$ cat src/rtl/acc_csv_resolve.sv
// Carry-save accumulator: 4:2 compresses one (PS, PC) beat per cycle, then
// resolves to binary one chunk per cycle and presents the sum with valid/ready.
module acc_csv_resolve #(
    parameter int unsigned width    = 16,
    parameter int unsigned accWidth = 24,
    parameter int unsigned chunk    = 8,
    parameter int unsigned cntWidth = 8
) (
    input  logic                clk_i,
    input  logic                rst_ni,
    input  logic [width-1:0]    ps_i,
    input  logic [width-1:0]    pc_i,
    input  logic                last_i,
    input  logic                valid_i,
    output logic                ready_o,
    output logic [accWidth-1:0] sum_o,
    output logic [cntWidth-1:0] cnt_o,
    output logic                valid_o,
    input  logic                ready_i
);

    localparam int unsigned N  = accWidth / chunk;
    localparam int unsigned KW = (N > 1) ? $clog2(N) : 1;

    typedef enum logic [1:0] {
        ACC     = 2'd0,
        RESOLVE = 2'd1,
        OUT     = 2'd2
    } state_t;

    state_t              state_q, state_d;
    logic [accWidth-1:0] acc_s_q, acc_c_q;
    logic [accWidth-1:0] res_q;
    logic [cntWidth-1:0] cnt_q;
    logic [KW-1:0]       k_q;
    logic                carry_q;

    logic                accept_c;
    logic                k_last_c;
    logic [accWidth-1:0] ps_ext_c, pc_ext_c;
    logic [accWidth-1:0] s1_c, c1_c, s2_c, c2_c;
    logic [chunk:0]      csum_c;
    logic [accWidth-1:0] res_next_c;

    assign ready_o  = (state_q == ACC);
    assign accept_c = valid_i && ready_o;
    assign k_last_c = (k_q == KW'(N - 1));

    // Two 3:2 layers; carries shift left and drop the bit out of the MSB.
    always_comb begin
        ps_ext_c = accWidth'(ps_i);
        pc_ext_c = accWidth'(pc_i);
        s1_c     = acc_s_q ^ acc_c_q ^ ps_ext_c;
        c1_c     = ((acc_s_q & acc_c_q) | (acc_s_q & ps_ext_c) | (acc_c_q & ps_ext_c)) << 1;
        s2_c     = s1_c ^ c1_c ^ pc_ext_c;
        c2_c     = ((s1_c & c1_c) | (s1_c & pc_ext_c) | (c1_c & pc_ext_c)) << 1;
    end

    // One chunk of the carry-propagate resolve, selected by k.
    always_comb begin
        csum_c     = (chunk + 1)'(chunk'(acc_s_q >> (k_q * chunk)))
                   + (chunk + 1)'(chunk'(acc_c_q >> (k_q * chunk)))
                   + (chunk + 1)'(carry_q);
        res_next_c = res_q | (accWidth'(csum_c[chunk-1:0]) << (k_q * chunk));
    end

    always_ff @(posedge clk_i or negedge rst_ni) begin
        if (!rst_ni) state_q <= ACC;
        else         state_q <= state_d;
    end

    always_comb begin
        state_d = state_q;
        case (state_q)
            ACC:     if (accept_c && last_i) state_d = RESOLVE;
            RESOLVE: if (k_last_c)           state_d = OUT;
            OUT:     if (ready_i)            state_d = ACC;
            default:                         state_d = ACC;
        endcase
    end

    always_ff @(posedge clk_i or negedge rst_ni) begin
        if (!rst_ni) begin
            acc_s_q <= '0;
            acc_c_q <= '0;
            res_q   <= '0;
            cnt_q   <= '0;
            k_q     <= '0;
            carry_q <= 1'b0;
            sum_o   <= '0;
            cnt_o   <= '0;
            valid_o <= 1'b0;
        end else begin
            case (state_q)
                ACC: begin
                    if (accept_c) begin
                        acc_s_q <= s2_c;
                        acc_c_q <= c2_c;
                        if (cnt_q != '1) cnt_q <= cnt_q + cntWidth'(1);
                        if (last_i) begin
                            k_q     <= '0;
                            carry_q <= 1'b0;
                            res_q   <= '0;
                        end
                    end
                end
                RESOLVE: begin
                    res_q   <= res_next_c;
                    carry_q <= csum_c[chunk];
                    k_q     <= k_q + KW'(1);
                    if (k_last_c) begin
                        sum_o   <= res_next_c;
                        cnt_o   <= cnt_q;
                        valid_o <= 1'b1;
                        acc_s_q <= '0;
                        acc_c_q <= '0;
                        cnt_q   <= '0;
                        k_q     <= '0;
                    end
                end
                OUT: begin
                    if (ready_i) valid_o <= 1'b0;
                end
                default: ;
            endcase
        end
    end

endmodule

$ cat config.mk
export PLATFORM = sky130hd
export DESIGN_NAME = acc_csv_resolve
export DESIGN_NICKNAME = d
export VERILOG_FILES = /design/src/rtl/acc_csv_resolve.sv
export SDC_FILE = /design/constraint.sdc
export NUM_CORES = 1
export LEC_CHECK = 0
export BUFFER_PORTS_ARGS = -buffer_cell sky130_fd_sc_hd__buf_2
export CORE_ASPECT_RATIO = 0.75
export CORE_MARGIN = 1
export CORE_UTILIZATION = 55
export CTS_BUF_LIST = sky130_fd_sc_hd__clkbuf_8
export CTS_CLUSTER_DIAMETER = 60
export DETAILED_ROUTE_END_ITERATION = 10
export PLACE_DENSITY = 0.79
export SYNTH_ARGS = -nofsm -noshare
export SYNTH_HDL_FRONTEND = slang
export SYNTH_SLANG_ARGS = --single-unit
export TNS_END_PERCENT = 5
$ cat constraint.sdc
create_clock -name clk_i -period 2.6 [get_ports clk_i]
set_input_delay 0.13 -clock clk_i [delete_from_list [all_inputs] [get_ports clk_i]]
set_output_delay 0.13 -clock clk_i [all_outputs]
set_load 0.01 [all_outputs]
# After elaboration in Yosys (flattened, before gate mapping)

Cells that the tools add are included.

Add/sub/neg operators: 4
Divide/modulo/power cells: 0
Shift-type cells: 3
Reductions and logical operators: 11
Muxes and demuxes: 26
$mul: 0
Bitwise operators: 15
Equal/unequal tests: 10
Magnitude comparators: 0

Operators with widths:

| cell                                                            | number |
|---|---|
| 24-bit one-hot mux with 2 select lines                          | 3 |
| 24-bit 2-to-1 mux                                               | 5 |
| 23-bit by 16-bit AND with 23-bit output                         | 4 |
| 23-bit bitwise OR                                               | 4 |
| 24-bit by 5-bit >> shifter with 8-bit output                    | 2 |
| 24-bit by 16-bit bitwise XOR with 24-bit output                 | 2 |
| 24-bit bitwise XOR                                              | 2 |
| 23-bit AND                                                      | 2 |
| 8-bit 2-to-1 mux                                                | 3 |
| 24-bit bitwise OR                                               | 1 |
| 8-bit by 5-bit left shift with 24-bit output                    | 1 |
| 8-bit one-hot mux with 2 select lines                           | 1 |
| 2-bit 2-to-1 mux                                                | 6 |
| 3-bit AND reduction                                             | 4 |
| 8-bit by 8-bit adder with 9-bit output                          | 1 |
| 9-bit by 1-bit adder with 9-bit output                          | 1 |
| 8-bit by 1-bit adder with 8-bit output, second input constant   | 1 |
| 8-bit != test, second input constant                            | 1 |
| 2-bit by 1-bit != test with 1-bit output, second input constant | 3 |
| 2-bit != test, second input constant                            | 3 |
| 2-bit one-hot mux with 3 select lines                           | 1 |
| 2-bit == test, second input constant                            | 2 |
| 1-bit 2-to-1 mux                                                | 4 |
| 1-bit one-hot mux with 2 select lines                           | 2 |
| other kinds (8)                                                 | 10 |

Logic and storage cells: 79
Input bits: 37
Memories: 0
Bits in registers: 118
Output and inout bits: 34
Latch bits: 0
Memory bits (read-only): 0
Memory bits (writable): 0

# Longest topological paths before layout

Gate-level depths: netlist (run 1).

Depth in word-level cells: 8
Mapped depth: 12
Depth with buffers taken out: 10

# Least setup slack after synthesis (run 1)

Ideal clock, no wire load.

Path kind: register to register
From: register k_q[0]
To: register res_q[22]
Setup time: 121 ps
Data arrival time: 2684 ps
Stages on the path, launching flop included: 12
Data required time: 2479 ps
Setup slack: -205 ps
Buffers on the path: 2
Clock period less this slack: 2805 ps
Cell sequence: dfrtp_1 > nor2b_1 > buf_2 > buf_1 > a21oi_1 > fa_1 > fa_1 > nor2b_4 > o31a_1 > o311a_1 > nor3_2 > a22o_2

Cells in the longest elaborated chain, start to end: 6
Elaborated cells between the ends (all ways): 7
Those cells by class: 2 x add/sub; 3 x shift; 1 x mux; 1 x bitwise

Ends and longest elaborated chain:

| what                                                                   | RTL line | source |
|---|---|---|
| from (decl)                                                            | 35       | `logic [KW-1:0] k_q;` |
| from (signal assigned)                                                 | 110      | `k_q <= k_q + KW'(1);` |
| 24-bit by 5-bit >> shifter with 8-bit output, on equally long branches | 61, 62   |  |
| 8-bit by 8-bit adder with 9-bit output                                 | 62       | `+ (chunk + 1)'(chunk'(acc_c_q >> (k_q * chunk)))` |
| 9-bit by 1-bit adder with 9-bit output                                 | 63       | `+ (chunk + 1)'(carry_q);` |
| 8-bit by 5-bit left shift with 24-bit output (*)                       | 64       | `res_next_c = res_q \| (accWidth'(csum_c[chunk-1:0]) << (k_q * chunk));` |
| 24-bit bitwise OR (*)                                                  | 64       |  |
| 24-bit one-hot mux with 2 select lines (*)                             | 94       | `case (state_q)` |
| to (signal assigned)                                                   | 108      | `res_q <= res_next_c;` |
| to (decl)                                                              | 33       | `logic [accWidth-1:0] res_q;` |

Mark *: on every way between the ends. The rest lies on a longest branch, timed or not.
A chain may end at the register's enable or synchronous reset.

# Worst setup path after layout (run 1)

Ends and elaborated chain as after synthesis.

==> results.yml, run 1 <==
outcome:
  status: "finished with violations"
  violations: "negative setup slack"
power_and_ir_drop:
  intPower_mw: 5.44
  seqPwrFrac_pct: 34.5
  p_leak_nw: 3.46
  ir_drop_uv: 589
  total_power_mw: 9.20
  clockPowerShare_pct: 17.8
  power_frac_comb_pct: 47.7
  p_sw_share_pct: 40.8
  power.switching_mw: 3.76
  p_per_area_nw_per_um2: 1320
critical_path:
  cp_top_family: "compound AO/OA/AOI/OAI gates"
  r2r_slack_ns: -0.0003
  r2r_end: "res_q[22]"
  startpoint: "k_q[0]"
  crit_path_max_incr_delay_ns: 0.45
  end_kind: "register"
  rr_startpoint: "k_q[0]"
  critPathKind: "reg2reg"
  worstPathArrival_ns: 2.96
  crit_slowest_cell: "dfrtp_2"
  required_ns: 2.96
  worstPathMaxFanout: 13
  reg2reg_depth: 10
  path_buf_inv: 1
  crit_path_start_kind: "register"
  crit_chain: "nor2b_2 > buf_6 > nand2_1 > o21ai_0 > ha_1 > nor2b_4 > o31a_1 > o311a_1 > nor3_4 > a22o_2"
placed_design:
  portBuffers: 70
  dpl_cell_area_um2: 6470
  hpwl_um: 9450
  dpl_worst_slack_ns: -0.0394
  gp_congestion: 0.841
yosys:
  ys_seq_area_share_pct: 49.5
  synth_area_um2: 5910
  synth_seq_cells: 117
  syn_inst: 535
  synth_nets: 628
  synthDistinctLibCells: 43
  yosysWarnings: 0
  postSynthAreaPerCell_um2: 11.1
clocking:
  clockRootBuffer: "clkbuf_8"
  cts_buffer_depth: 2
  numCtsBuffers: 17
  clock_latency_ns: 0.43
  cts_tree: "built"
  clk_pin_slew_ns: 0.07
  clock-sinks: 117
  htreeDepth: 4
finish:
  area_growth_pct: 17.6
  n_antenna_cell: 0
  final_common_cell: "dfrtp_1"
  drive_gt1_share_pct: 22.0
  fin_nets: 711
  fillers: 800
  stdcell_area_um2: 6960
  final_cell_mix: "dfrtp_1, nand2_1, buf_2"
grt:
  grt_max_degree: 54
  grt_pass1_vias: 4620
  overflow: 0
  grt_pass1_wl_um: 22400
  grt_usage_pct: 26.4
  antenna_found_initial: 0
sta:
  fmax_mhz: 385
  setup_viol: 1
  slew_headroom_pct: 61.9
  worstMarginPinSlew_ns: 0.567
  period_share_pct: 100
  rsz0062_at_grt: "yes"
  fin_crit_ns: 2.60
  finalHoldViolations: 0
  setup_ws_ns: -0.000280
  finalClockSkew_ns: 0.0115
  hold_slack_ns: 0.0431
  drv_slew: 0
detailed_routing:
  drtPass1Iterations: 4
  drtAntennaViolNets: 0
  viasPerCell: 5.65
  drt-initial-drc-count: 261
  drc: 0
  post_drt_wl_per_cell_um: 17.1
  wirelength_um: 13100
  vias: 4336
floorplanning:
  fp-row-count: 32
  die_h_um: 91.8
  ioPinCount: 71
  start_util_pct: 57.0
  dieArea_um2: 11200
  dieWidth_um: 122
  core_area_um2: 10400
run:
  drv_cap: 0
hold_path:
  hold_start: "pc_i[0]"
  hold_class: "in2reg"
  hold_end: "acc_s_q[0]"
  worstHoldPathCells: 3
## sequential cells by signal (all words and copies together) (netlist names)
register and count:
acc_c_q 23, k_q 2, state_q 2, res_q 24, sum_o 24, acc_s_q 24
cnt_q 8, valid_o 1, carry_q 1, cnt_o 8
## synthesized netlist by cell type, drive strengths merged
library cell    n  area [µm²]
a211oi          1        7.51
a21o            1        7.51
a21oi          15        78.8
a22o           59         519
a311oi          2        17.5
a31oi           4        25.0
a32o            1        10.0
and2            2        12.5
and3            2        12.5
buf            16        78.8
clkbuf         11        41.3
dfrtp         117        2930
fa             32         641
ha             24         300
inv            11        41.3
mux2i          15         150
nand2         113         424
nand2b          5        31.3
nand3           6        30.0
nand3b          1        7.51
nand4           1        6.26
nor2           26        97.6
nor2b           3        26.3
nor3            6        40.0
nor3b           1        7.51
nor4            2        12.5
o211ai          2        15.0
o21a            1        7.51
o21ai          34         170
o22a            2        17.5
o311a           1        10.0
o31a            2        17.5
o31ai           3        22.5
or2             3        18.8
or3             3        18.8
or3b            1        8.76
xnor2           5        43.8
xor2            1        8.76
## through the flow
stage	utilization, %	setup TNS [ns]	instances
after global routing	67.1	-0.502	767
after global placement	62.4	0	731
after floorplan	-	0	535
after CTS	66.9	0	767
final	67.1	-0.000280	767
after detailed placement	62.4	-0.160	731
## logic make-up after synthesis
logic type | synth area share [%]
xor gates and xnor gates | 0.889
DFF | 49.5
AOI/OAI and AO/OA | 15.7
adders and majority gates | 15.9
and+or+nand+nor | 12.8
muxes | 2.54
buffers and inverters | 2.73
## timing repair
item / CTS / global route
cloned: 0 / 0
endpoints found under the setup margin: 8 / 17
resized for setup: 9 / 5
buffers inserted: 2 / 0
pin swaps: 4 / 0
endpoints found under the hold margin: 41 / 0
hold buffers: 2 / 0
## final cells by class
cell class / count / area, µm² / area share (%)
sequential: 117 / 2930 / 42.1
multi-input combinational: 380 / 2880 / 41.4
timing repair buffer: 91 / 544 / 7.82
clock buffer: 19 / 262 / 3.76
tap: 136 / 170 / 2.45
clock inverter: 13 / 133 / 1.91
inverter: 11 / 41.3 / 0.594
## metal layers
metal | track usage, % | part of all wire [%] | wire length, µm
met1 | 36.9 | 47 | 6120
met3 | 6.72 | 4.7 | 614
met2 | 39.6 | 46 | 6060
met5 | 0 | 0 | 0
met4 | 9.88 | 2.1 | 277
## worst reg2reg max path: cells and delay by family, from the launching register on
family / cells / cell delay, ns
compound gates: 4 / 1.00
fa+ha+maj: 1 / 0.27
buf+inv: 1 / 0.19
flops: 1 / 0.45
simple gates: 4 / 0.64
## how the worst max path moves through the flow
| stage | to | slack (ns) | depth (start not counted) |
|---|---|---|---|
| 2_1_floorplan | res_q[22] | 0.003 | 12 |
| 3_5_place_dp | res_q[22] | -0.04 | 10 |
| 3_3_place_gp | res_q[6] | 0.05 | 10 |
| 4_1_cts | res_q[22] | 0.01 | 11 |
| 6_report | res_q[22] | -0.0003 | 10 |
| 5_1_grt | res_q[22] | -0.12 | 9 |
## power groups by stage
stage | registers, mW | logic, mW | clock network (mW)
after floorplan | 3.06 | 2.84 | 0
after detailed placement | 3.18 | 4.20 | 0
final | 3.17 | 4.39 | 1.64
after global routing | 3.26 | 4.94 | 1.75
after global placement | 3.16 | 3.96 | 0
after CTS | 3.16 | 4.36 | 1.66
Note: power is estimated with default switching activity, not from simulation.
==> inputs of run 2 (changes only) <==
--- a/config.mk
+++ b/config.mk
@@ -6,12 +6,14 @@
 export NUM_CORES = 1
 export LEC_CHECK = 0
 export BUFFER_PORTS_ARGS = -buffer_cell sky130_fd_sc_hd__buf_2
+export CAP_MARGIN = 20
 export CORE_ASPECT_RATIO = 0.75
 export CORE_MARGIN = 1
 export CORE_UTILIZATION = 55
 export CTS_BUF_LIST = sky130_fd_sc_hd__clkbuf_8
 export CTS_CLUSTER_DIAMETER = 60
 export DETAILED_ROUTE_END_ITERATION = 10
+export HOLD_SLACK_MARGIN = 0.15
 export PLACE_DENSITY = 0.79
 export SYNTH_ARGS = -nofsm -noshare
 export SYNTH_HDL_FRONTEND = slang
==> run 2 against run 1 <==
The flow now finishes without violations. Global-route usage rose by 0.38 points. Clock power is essentially flat. Register-to-register slack is essentially flat. Largest cell class unchanged.
==> results.yml, run 2 (synthesis gave the netlist of run 1 again) <==
outcome:
  status: "finished, final reports clean"
detailed_routing:
  wirelength_um: 13300
  viasPerCell: 5.65
  drt-initial-drc-count: 272
  drtPass1Iterations: 4
  post_drt_wl_per_cell_um: 17.0
  drtAntennaViolNets: 0
  vias: 4428
  drc: 0
finish:
  area_growth_pct: 20.5
  drive_gt1_share_pct: 21.5
  final_cell_mix: "dfrtp_1, nand2_1, buf_2"
  biggestRegsByFlops: "acc_s_q: 24 flops, res_q: 24 flops, sum_o: 24 flops"
  finish.utilization_pct: 68.7
  final_common_cell: "dfrtp_1"
  n_antenna_cell: 0
  layoutNonFillerInstCount: 784
  fin_nets: 728
floorplanning:
  core_area_um2: 10400
  ioPinCount: 71
  die_h_um: 91.8
  dieArea_um2: 11200
  fp-row-count: 32
  dieWidth_um: 122
  start_util_pct: 57.0
critical_path:
  crit_chain: "buf_12 > nand2_1 > nor2_1 > a21oi_1 > fa_2 > fa_2 > nor2b_4 > o31a_1 > o311a_1 > nor3_4 > a22o_2"
  crit_slowest_cell: "dfrtp_2"
  path_buf_inv: 1
  cp_top_family: "adder cells"
  critPathKind: "reg2reg"
  worstPathArrival_ns: 2.91
  crit_path_start_kind: "register"
  required_ns: 2.91
  critPathMostFrequentCell: "fa_2"
  crit_path_max_incr_delay_ns: 0.42
  end_kind: "register"
  worstPathMaxFanout: 15
placed_design:
  gp_congestion: 0.841
  dp.cells: 731
  portBuffers: 70
  hpwl_um: 9450
clocking:
  clockRootBuffer: "clkbuf_8"
  clock-sinks: 117
  cts_buffer_depth: 2
  numCtsBuffers: 17
  clock_latency_ns: 0.43
  cts_tree: "built"
  clk_pin_slew_ns: 0.07
  htreeDepth: 4
grt:
  grt_pass1_vias: 4713
  grt_pass1_wl_um: 22700
  antenna_found_initial: 0
  grt_max_degree: 54
  grt_usage_pct: 26.7
  overflow: 0
sta:
  fin_crit_ns: 2.60
  drv_slew: 0
  setup_tns_ns: 0
  worstMarginPinSlew_ns: 0.567
  finalHoldViolations: 0
  period_share_pct: 99.9
  finalClockSkew_ns: 0.0111
  setup_viol: 0
  rsz0062_at_grt: "yes"
  fmax_mhz: 385
  hold_slack_ns: 0.179
  slew_headroom_pct: 61.9
power_and_ir_drop:
  p_leak_nw: 3.53
  p_per_area_nw_per_um2: 1300
  ir_drop_uv: 602
hold_path:
  hold_class: "in2reg"
run:
  drv_cap: 0
## run 2: changes by cell type in the layout (fill, tap and decap cells not counted), sizes merged
| cell | previous run | this run |
|---|---|---|
| dlygate4sd3 | 2 | 19 |
## run 2: worst reg2reg max path: cells and delay by family, from the launching register on
kind	cells	cell delay, ns
buffers and inverters	1	0.17
AOI/OAI and AO/OA	4	0.76
and+or+nand+nor	4	0.37
adders and majority gates	2	0.77
DFF	1	0.42
## run 2: per-stage QoR
stage / setup WS [ns] / area [µm²] / power (mW)
floorplan: 0.00325 / 5920 / 5.91
CTS: 0.0100 / 7110 / 9.21
detailed placement: -0.0394 / 6470 / 7.38
global placement: 0.0547 / 6470 / 7.12
global route: -0.120 / 7130 / 9.97
finish: 0.00214 / 7130 / 9.24
## run 2: timing repair
item,CTS,global route
resized for setup,9,5
hold endpoints to repair,114,0
endpoints found under the setup margin,8,17
setup buffers,2,0
pin swaps,4,0
hold buffers,19,0
## run 2: cell type report
type / instances / area, µm²
fill: 786 / 3240
sequential: 117 / 2930
multi-input combinational: 380 / 2880
timing repair buffer: 108 / 714
clock buffer: 19 / 262
tap: 136 / 170
clock inverter: 13 / 133
inverter: 11 / 41.3
## run 2: power by group
group	total, mW	internal, mW	switching [mW]
Combinational	4.42	2.04	2.38
Sequential	3.18	2.53	0.647
Clock	1.64	0.896	0.743
Total	9.24	5.46	3.77
## run 2: final timing paths
kind,from,endpoint,slack [ns],depth (start not counted)
setup / recovery,k_q[0],res_q[22],0.002,11
hold / removal,ps_i[0],acc_s_q[0],0.18,4
setup reg to reg,k_q[0],res_q[22],0.002,11
hold reg to reg,res_q[9],sum_o[9],0.47,2
max in group asynchronous,rst_ni,res_q[16],1.64,3
min in group asynchronous,rst_ni,cnt_o[1],0.22,2
## run 2: per-layer routing
layer	up-vias	part of all wire (%)	track usage, %
li1	2076	-	-
met1	2227	47	37.0
met2	94	47	40.7
met3	31	4.2	6.72
met4	0	2.4	10.3
met5	-	0	0
==> inputs of run 3 (changes only) <==
--- a/config.mk
+++ b/config.mk
@@ -10,11 +10,13 @@
 export CORE_ASPECT_RATIO = 0.75
 export CORE_MARGIN = 1
 export CORE_UTILIZATION = 55
-export CTS_BUF_LIST = sky130_fd_sc_hd__clkbuf_8
+export CTS_BUF_LIST = sky130_fd_sc_hd__clkbuf_4
 export CTS_CLUSTER_DIAMETER = 60
 export DETAILED_ROUTE_END_ITERATION = 10
 export HOLD_SLACK_MARGIN = 0.15
 export PLACE_DENSITY = 0.79
+export REMOVE_ABC_BUFFERS = 1
+export SLEW_MARGIN = 5
 export SYNTH_ARGS = -nofsm -noshare
 export SYNTH_HDL_FRONTEND = slang
 export SYNTH_SLANG_ARGS = --single-unit
==> run 3 against run 2 <==
Largest cell class unchanged. Flip-flop and latch count is the same. Via count up 4.0%. Critical path depth is 1 higher. Non-clock buffer count up 17. Critical endpoint is now carry_q. Sequential share of layout area is 0.23 points lower.
==> results.yml, run 3 (synthesis gave the netlist of run 1 again) <==
outcome:
  status: "finished, final reports clean"
finish:
  n_antenna_cell: 0
  area_growth_pct: 21.2
  final_cell_mix: "dfrtp_1, nand2_1, buf_2"
  multiInputGateArea_um2: 2890
  fillers: 768
  fin_nets: 745
  biggestRegsByFlops: "acc_s_q: 24 flops, res_q: 24 flops, sum_o: 24 flops"
  final-seq-area_um2: 2930
  final_common_cell: "dfrtp_1"
  drive_gt1_share_pct: 22.1
clocking:
  clock-sinks: 117
  clk_pin_slew_ns: 0.10
  clock_latency_ns: 0.53
  cts_tree: "built"
  clockRootBuffer: "clkbuf_4"
  numCtsBuffers: 17
  cts_buffer_depth: 2
  htreeDepth: 4
grt:
  grt_use_met1_pct: 38.0
  grt_usage_pct: 27.7
  grt_use_met3_pct: 6.78
  grt_max_degree: 60
  grt_pass1_wl_um: 23500
  met2_usage_pct: 44.1
  top_usage_layer: "met2"
  grt_pass1_vias: 4760
  antenna_found_initial: 0
  overflow: 0
floorplanning:
  ioPinCount: 71
  dieWidth_um: 122
  fp-row-count: 32
  dieArea_um2: 11200
  die_h_um: 91.8
  start_util_pct: 57.0
  core_area_um2: 10400
detailed_routing:
  drtPass1Iterations: 5
  viasPerCell: 5.76
  drc: 0
  post_drt_wl_per_cell_um: 17.4
  drtAntennaViolNets: 0
  drt-initial-drc-count: 393
  vias: 4605
  wirelength_um: 13900
sta:
  slew_headroom_pct: 44.8
  fin_crit_ns: 2.59
  setup_viol: 0
  period_share_pct: 99.6
  finalClockSkew_ns: 0.0172
  worstMarginPinSlew_ns: 0.821
  fmax_mhz: 386
  finalHoldViolations: 0
  setup_tns_ns: 0
  drv_slew: 0
  rsz0062_at_grt: "yes"
  setup_ws_ns: 0.0108
critical_path:
  required_ns: 3.01
  crit_path_start_kind: "register"
  critPathMostFrequentCell: "buf_12"
  crit_chain: "buf_6 > buf_12 > buf_12 > mux2i_1 > o21ai_1 > ha_1 > o21a_1 > o31a_1 > o311a_1 > buf_4 > o211ai_1 > nand3_1"
  critPathKind: "reg2reg"
  r2r_slack_ns: 0.01
  end_kind: "register"
  crit_slowest_cell: "dfrtp_2"
  path_buf_inv: 4
  crit_path_max_incr_delay_ns: 0.47
  worstPathArrival_ns: 3.00
  cp_top_family: "compound AO/OA/AOI/OAI gates"
  worstPathMaxFanout: 8
placed_design:
  portBuffers: 70
  dpl_worst_slack_ns: -0.0499
  hpwl_um: 9580
  gp_congestion: 0.841
run:
  drv_cap: 0
power_and_ir_drop:
  p_per_area_nw_per_um2: 1270
  p_leak_nw: 3.56
  ir_drop_uv: 523
  total_power_mw: 9.11
hold_path:
  hold_class: "in2reg"
==> run 3: final timing paths <==
check                      startpoint     endpoint  cells past startpoint
max                            k_q[0]      carry_q                     12
min                          ps_i[14]  acc_c_q[15]                      4
max reg2reg                    k_q[0]      carry_q                     12
min reg2reg                 sum_o[20]    sum_o[20]                      2
max in group asynchronous      rst_ni    sum_o[14]                      3
min in group asynchronous      rst_ni     cnt_o[1]                      2
==> run 3: cell type report <==
class                      count  area share (%)
clock buffer                  18            1.89
sequential                   117            40.9
inverter                      11           0.576
tap                          136            2.37
multi-input combinational    380            40.3
timing repair buffer         125            12.0
clock inverter                13            1.96
==> run 3: where the power goes <==
group	internal (mW)	switching, mW
Combinational	2.20	2.42
Sequential	2.52	0.641
Clock	0.651	0.680
Total	5.37	3.74
==> run 3: metrics by stage <==
step / instances / utilization [%] / hold WS (ns) / cell area (µm²)
5_1_grt: 800 / 69.1 / 0.182 / 7170
6_report: 800 / 69.1 / 0.183 / 7170
2_1_floorplan: 508 / - / -0.166 / 5790
4_1_cts: 799 / 68.7 / 0.154 / 7130
3_5_place_dp: 737 / 62.7 / 0.241 / 6500
3_3_place_gp: 737 / 62.7 / 0.231 / 6500
==> run 3: repair_timing <==
action                                  4_1_cts  5_1_grt
endpoints found under the setup margin        6       17
hold buffers                                 27        0
buffers inserted                              4        1
pin swaps                                     7        5
endpoints found under the hold margin        96        0
resized for setup                            11       15
==> run 3: worst reg2reg max path, stage by stage, from the launching register on <==
cell and delay, ns:
dfrtp_2 0.47, buf_6 0.15, buf_12 0.13, buf_12 0.14, mux2i_1 0.14, o21ai_1 0.07
ha_1 0.34, o21a_1 0.18, o31a_1 0.11, o311a_1 0.35, buf_4 0.15, o211ai_1 0.16
nand3_1 0.10
==> run 3: metal layers <==
metal | vias up | routed length (µm)
li1 | 2111 | -
met2 | 175 | 6680
met3 | 23 | 832
met1 | 2296 | 6210
met4 | 0 | 200
met5 | - | 0
